===== src/rtl/seven_seg_scroller.sv =====
// Six-digit 7-segment message scroller: stores up to MSG_DEPTH character codes
// and scrolls them right-to-left across disp5..disp0 at SCROLL_HZ.
module seven_seg_scroller #(
  parameter int CLK_HZ    = 50_000_000,
  parameter int SCROLL_HZ = 4,
  parameter int MSG_DEPTH = 16
) (
  input  logic       clk,
  input  logic       reset,
  input  logic       wr_valid,
  output logic       wr_ready,
  input  logic [4:0] wr_char,
  input  logic       wr_last,
  input  logic       start,
  input  logic       stop,
  output logic       busy,
  output logic [4:0] msg_len,
  output logic [6:0] disp0,
  output logic [6:0] disp1,
  output logic [6:0] disp2,
  output logic [6:0] disp3,
  output logic [6:0] disp4,
  output logic [6:0] disp5
);

  localparam int DIV   = CLK_HZ / SCROLL_HZ;
  localparam int DIV_W = (DIV > 2) ? $clog2(DIV) : 1;
  localparam int IDX_W = (MSG_DEPTH > 1) ? $clog2(MSG_DEPTH) : 1;

  localparam logic [DIV_W-1:0] DIV_MAX  = DIV_W'(DIV - 1);
  localparam logic [4:0]       LAST_LEN = 5'(MSG_DEPTH - 1);
  localparam logic [4:0]       CH_BLANK = 5'h10;
  localparam logic [6:0]       SEG_BLANK = 7'b1111111;

  typedef enum logic [1:0] {
    IDLE,
    LOADING,
    READY,
    SCROLL
  } state_t;

  state_t state, state_nxt;

  logic [4:0]       msg_buf [MSG_DEPTH];
  logic [4:0]       pos;
  logic [DIV_W-1:0] div_cnt;
  logic [5:0]       seq_len;
  logic [5:0]       idx;
  logic [6:0]       seg_nxt [6];
  logic [6:0]       disp_q  [6];
  logic             wr_fire;
  logic             tick;
  logic             pos_wrap;
  logic             enter_scroll;
  logic             show;

  // Segment patterns, active-low, bit order {g,f,e,d,c,b,a}
  function automatic logic [6:0] enc(input logic [4:0] c);
    logic [6:0] s;
    case (c)
      5'h00:   s = 7'b1000000;
      5'h01:   s = 7'b1111001;
      5'h02:   s = 7'b0100100;
      5'h03:   s = 7'b0110000;
      5'h04:   s = 7'b0011001;
      5'h05:   s = 7'b0010010;
      5'h06:   s = 7'b0000010;
      5'h07:   s = 7'b1111000;
      5'h08:   s = 7'b0000000;
      5'h09:   s = 7'b0011000;
      5'h0A:   s = 7'b0001000;
      5'h0B:   s = 7'b0000011;
      5'h0C:   s = 7'b1000110;
      5'h0D:   s = 7'b0100001;
      5'h0E:   s = 7'b0000110;
      5'h0F:   s = 7'b0001110;
      5'h11:   s = 7'b0111111;
      default: s = SEG_BLANK;
    endcase
    return s;
  endfunction

  // Six leading blanks precede the stored text in the virtual scroll sequence
  function automatic logic [4:0] seq_char(input logic [5:0] i);
    logic [5:0] off;
    logic [4:0] c;
    off = i - 6'd6;
    if (i < 6'd6) c = CH_BLANK;
    else          c = msg_buf[off[IDX_W-1:0]];
    return c;
  endfunction

  assign wr_ready     = (state != SCROLL);
  assign busy         = (state == SCROLL);
  assign wr_fire      = wr_valid && (state != SCROLL);
  assign tick         = (state == SCROLL) && (div_cnt == DIV_MAX);
  assign seq_len      = {1'b0, msg_len} + 6'd6;
  assign pos_wrap     = ({1'b0, pos} == (seq_len - 6'd1));
  assign enter_scroll = (state != SCROLL) && (state_nxt == SCROLL);
  assign show         = (state == SCROLL) && (state_nxt == SCROLL);

  always_ff @(posedge clk) begin
    if (reset) state <= IDLE;
    else       state <= state_nxt;
  end

  // A write takes priority over start; stop beats start everywhere
  always_comb begin
    state_nxt = state;
    case (state)
      IDLE, READY: begin
        if (wr_fire)
          state_nxt = (wr_last || MSG_DEPTH == 1) ? READY : LOADING;
        else if (state == READY && start && !stop)
          state_nxt = SCROLL;
      end
      LOADING: begin
        if (wr_fire && (wr_last || msg_len == LAST_LEN))
          state_nxt = READY;
      end
      SCROLL: begin
        if (stop) state_nxt = READY;
      end
      default: state_nxt = IDLE;
    endcase
  end

  always_ff @(posedge clk) begin
    if (wr_fire) begin
      if (state == LOADING) msg_buf[msg_len[IDX_W-1:0]] <= wr_char;
      else                  msg_buf[0] <= wr_char;
    end
  end

  always_ff @(posedge clk) begin
    if (reset) begin
      msg_len <= '0;
      pos     <= '0;
      div_cnt <= '0;
    end else begin
      if (wr_fire) begin
        if (state == LOADING) msg_len <= msg_len + 5'd1;
        else                  msg_len <= 5'd1;
      end
      if (enter_scroll) begin
        pos     <= '0;
        div_cnt <= '0;
      end else if (state == SCROLL) begin
        if (tick) begin
          div_cnt <= '0;
          pos     <= pos_wrap ? 5'd0 : pos + 5'd1;
        end else begin
          div_cnt <= div_cnt + DIV_W'(1);
        end
      end else begin
        div_cnt <= '0;
      end
    end
  end

  // Window of six characters starting at pos, wrapping modulo the sequence length
  always_comb begin
    idx     = '0;
    seg_nxt = '{default: SEG_BLANK};
    for (int k = 0; k < 6; k++) begin
      idx = {1'b0, pos} + 6'(k);
      if (idx >= seq_len) idx = idx - seq_len;
      seg_nxt[5-k] = enc(seq_char(idx));
    end
  end

  always_ff @(posedge clk) begin
    if (reset || !show) disp_q <= '{default: SEG_BLANK};
    else                disp_q <= seg_nxt;
  end

  assign disp0 = disp_q[0];
  assign disp1 = disp_q[1];
  assign disp2 = disp_q[2];
  assign disp3 = disp_q[3];
  assign disp4 = disp_q[4];
  assign disp5 = disp_q[5];

endmodule

===== config.mk =====
export PLATFORM = sky130hd
export DESIGN_NAME = seven_seg_scroller
export DESIGN_NICKNAME = d
export VERILOG_FILES = /design/src/rtl/seven_seg_scroller.sv
export SDC_FILE = /design/constraint.sdc
export NUM_CORES = 1
export LEC_CHECK = 0
export ABC_AREA = 1
export CAP_MARGIN = 5
export CORE_MARGIN = 2
export CORE_UTILIZATION = 35
export CTS_CLUSTER_DIAMETER = 120
export DETAILED_ROUTE_END_ITERATION = 8
export HOLD_SLACK_MARGIN = 0.1
export PLACE_DENSITY = 0.55
export SLEW_MARGIN = 10
export SYNTH_ARGS = -nofsm -noshare
export SYNTH_HDL_FRONTEND = slang
export SYNTH_SLANG_ARGS = --single-unit

===== constraint.sdc =====
create_clock -name clk -period 4.3 [get_ports clk]
set_input_delay 1.075 -clock clk [delete_from_list [all_inputs] [get_ports clk]]
set_output_delay 1.075 -clock clk [all_outputs]
set_load 0.05 [all_outputs]

==> impl_metrics.env <==
export IMPL_syn_nets=2183
export IMPL_initial_core_util_pct=35.5
export IMPL_num_io_pins=60
export IMPL_placed_cells=2663
export IMPL_antenna_found_initial=0
export IMPL_nFillCells=4246
export IMPL_power_density_nw_per_um2=230
export IMPL_drt_iter0_markers=1849
export IMPL_rows=73
export IMPL_syn2layout_area_growth_pct=15.6
export IMPL_gp_congestion=0.941
export IMPL_grt_first_pass_wirelength_um=78600
export IMPL_maxCapViolCount=0
export IMPL_die_h_um=205
export IMPL_tightest_slew_ns=0.681
export IMPL_maxSlewViolCount=0
export IMPL_htree_num_levels=4
export IMPL_hpwl_um=38700
export IMPL_fin_cells=2706
export IMPL_syn_area_um2=14100
export IMPL_cts_tree="built"
export IMPL_r2r_start="pos[2]"
export IMPL_ctsLongestPathBuffers=2
export IMPL_worstHoldEndpoint="div_cnt[0]"
export IMPL_worstSkewPairLatency_ns=0.46
export IMPL_routed_wl_um=51000
export IMPL_grt_max_degree=49
export IMPL_synthFlopType="edfxtp_1"
export IMPL_skew_ns=0.0229
export IMPL_end_kind="flop"
export IMPL_die_area_um2=42000
export IMPL_antennaDiodeCount=0
export IMPL_synth_edf_count=80
export IMPL_synth_ff_latch_count=158
export IMPL_grt_usage_pct=24.2
export IMPL_finalHoldViolCount=0
export IMPL_required_ns=4.64
export IMPL_crit_fanout=14
export IMPL_vias=14800
export IMPL_clkTransAtPathRegs_ns=0.08
export IMPL_coreArea_um2=39800
export IMPL_drive_gt1_share_pct=13.5
export IMPL_syn_area_per_cell_um2=6.75
export IMPL_cts_buffers=17
export IMPL_final_setup_viol_count=0
export IMPL_ant_nets=0
export IMPL_wl_per_cell_um=18.8
export IMPL_cp_arrival_ns=4.40
export IMPL_drt_vias_per_instance=5.45
export IMPL_seq_area_frac_synth_pct=28.0
export IMPL_die_width_um=205
export IMPL_cts_hold_buf=0
export IMPL_ff2ff_setup_slack_ns=0.24
export IMPL_holdPathStages=1
export IMPL_ir_drop_mv=0.248
export IMPL_hp_class="reg -> reg"
export IMPL_rr_endpoint="disp3[6]"
export IMPL_path_class="reg -> reg"
export IMPL_gr_total_overflow=0
export IMPL_relSlewSlack_pct=54.4
export IMPL_fin_crit_sh_pct=94.4
export IMPL_grt_pass1_vias=13600
export IMPL_syn_inst=2095
export IMPL_first_pass_iters=5
export IMPL_cts_sinks=158
export IMPL_async_flop_share_pct=0
export IMPL_outcome="finished clean"
export IMPL_fin_nets=2256
export IMPL_hp_start="div_cnt[0]"
export IMPL_clock_fmax_ghz=0.246
export IMPL_finalPower_w=0.00375
export IMPL_yosys_warnings=0
export IMPL_synth_cell_types=57
export IMPL_leakagePower_nw=6.88
export IMPL_post_route_min_period_ns=4.06
export IMPL_cts_root_buf="clkbuf_16"
export IMPL_remaining_drc_errors=0
export IMPL_ff2ff_path_depth=23
export IMPL_io_buffer_count=59
export IMPL_rsz0062_at_grt="yes"
export IMPL_crit_path_start_kind="flop"
synthesized netlist by cell type, types with 4 or more instances:
master / n / area [um2]
a211oi_1: 5 / 37.5
a21oi_1: 54 / 270
buf_2: 33 / 165
buf_4: 28 / 210
buf_6: 20 / 225
clkbuf_1: 10 / 37.5
clkinv_1: 6 / 22.5
dfxtp_1: 78 / 1560
edfxtp_1: 80 / 2400
fa_1: 4 / 80.1
ha_1: 73 / 913
inv_1: 119 / 447
inv_2: 35 / 131
inv_4: 4 / 25.0
nand2_1: 665 / 2500
nand2_2: 31 / 194
nand2_4: 12 / 135
nand3_1: 479 / 2400
nand3_2: 22 / 220
nand3_4: 4 / 70.1
nand4_1: 17 / 106
nor2_1: 98 / 368
nor2_4: 4 / 45.0
nor3_1: 20 / 100
nor4_1: 5 / 31.3
o211ai_1: 52 / 390
o21ai_0: 41 / 205
o21ai_1: 16 / 80.1
o21ai_2: 12 / 105
xnor2_1: 12 / 105
xor2_1: 15 / 131
xor2_2: 5 / 81.3
registers in the layout, indices dropped and copies added, names as in the netlist:
| register | cells |
|---|---|
| disp1 | 7 |
| msg_len | 5 |
| state | 2 |
| div_cnt | 24 |
| pos | 5 |
| msg_buf | 80 |
| disp3 | 7 |
| disp5 | 7 |
| disp0 | 7 |
| disp4 | 7 |
| disp2 | 7 |
cells in the final DEF, fill, tap and decap left out, drive strengths merged, types with 2 or more instances in the layout:
cell and n:
xor2 20, nand2 708, a211oi 5, nor2 104, o21bai 3, ha 73
a21oi 55, nor3 20, buf 86, clkinvlp 4, clkdlybuf4s50 59, nor4 5
o21a 2, clkinv 7, and3 3, nor3b 3, edfxtp 80, fa 4
dfxtp 78, o211ai 54, xnor2 14, inv 169, a21boi 2, o31ai 2
a31oi 2, o21ai 71, nand4 18, clkbuf 20, nand3 505
per-stage QoR:
step | util, % | hold slack, ns | TNS [ns] | setup WS (ns) | cell area (um2)
2_1_floorplan | - | 0.418 | 0 | 0.0206 | 14200
3_3_place_gp | 38.6 | 0.434 | 0 | 0.133 | 15400
3_5_place_dp | 38.6 | 0.443 | -0.0717 | -0.0354 | 15400
4_1_cts | 40.1 | 0.454 | 0 | 0.0380 | 16000
5_1_grt | 41.0 | 0.474 | -0.265 | -0.0614 | 16300
6_report | 41.0 | 0.449 | 0 | 0.241 | 16300
how the worst max path moves through the flow:
stage	from	to	slack, ns	depth (start not counted)
after floorplan	msg_len[1]	disp3[3]	0.02	28
after global placement	pos[1]	disp2[6]	0.13	26
after detailed placement	pos[1]	disp2[0]	-0.04	26
after CTS	pos[1]	disp2[6]	0.04	27
after global routing	pos[2]	disp3[3]	-0.06	25
final	pos[2]	disp3[6]	0.24	23
per-layer routing:
metal | vias to the layer above | part of all wire (%) | GRT usage (%)
met1 | 6946 | 47 | 34.3
met3 | 53 | 6.5 | 3.83
met4 | 0 | 1.7 | 5.83
met5 | - | 0 | 0
li1 | 7197 | - | -
met2 | 559 | 45 | 38.4
logic make-up after synthesis:
group                    count (synthesis)  synth area share (%)
adder cells (fa/ha/maj)                 77                  7.02
AO/OA/AOI/OAI                          199                  9.02
AND/OR/NAND/NOR                       1368                  44.2
XOR/XNOR                                34                  2.56
buffers and inverters                  259                  9.17
flip-flops                             158                  28.0
power by group:
| part | leakage, nW | total [W] | internal, W | switching [W] |
|---|---|---|---|---|
| Sequential | 1.36 | 0.00161 | 0.00159 | 0.0000191 |
| Combinational | 5.24 | 0.000612 | 0.000205 | 0.000408 |
| Clock | 0.285 | 0.00153 | 0.000796 | 0.000737 |
| Total | 6.88 | 0.00375 | 0.00259 | 0.00116 |
layout make-up:
| class | count | area [um2] | area share [%] |
|---|---|---|---|
| multi-input combinational | 1678 | 9130 | 55.8 |
| inverter | 166 | 672 | 4.11 |
| timing repair buffer | 146 | 1340 | 8.22 |
| clock inverter | 13 | 110 | 0.674 |
| clock buffer | 19 | 454 | 2.78 |
| timing repair inverter | 1 | 8.76 | 0.0536 |
| tap | 525 | 657 | 4.02 |
| sequential | 158 | 3980 | 24.3 |
worst max-delay path, cell delays in order, from the launching register on:
cell and delay [ns]:
dfxtp_2 0.39, ha_1 0.18, buf_4 0.12, nor2_1 0.05, or2_2 0.34, inv_1 0.07
ha_1 0.28, nand2_1 0.09, nor2_1 0.05, a211oi_2 0.26, nand3_2 0.14, nand3_4 0.12
nand2_8 0.10, o21ai_2 0.23, ha_4 0.20, xor2_4 0.22, buf_4 0.17, nand3_1 0.24
nand3_4 0.25, inv_1 0.09, nand2_1 0.13, nand3_1 0.08, nand2_1 0.08, nand2_1 0.05
repair_timing:
action | in CTS | in global routing
gates resized for setup | 5 | 56
endpoints found under the hold margin | 0 | 0
gates cloned | 0 | 2
pin swaps | 1 | 10
buffers inserted | 0 | 9
setup endpoints to repair | 5 | 40
No activity file was read; power rests on OpenSTA's default activity.
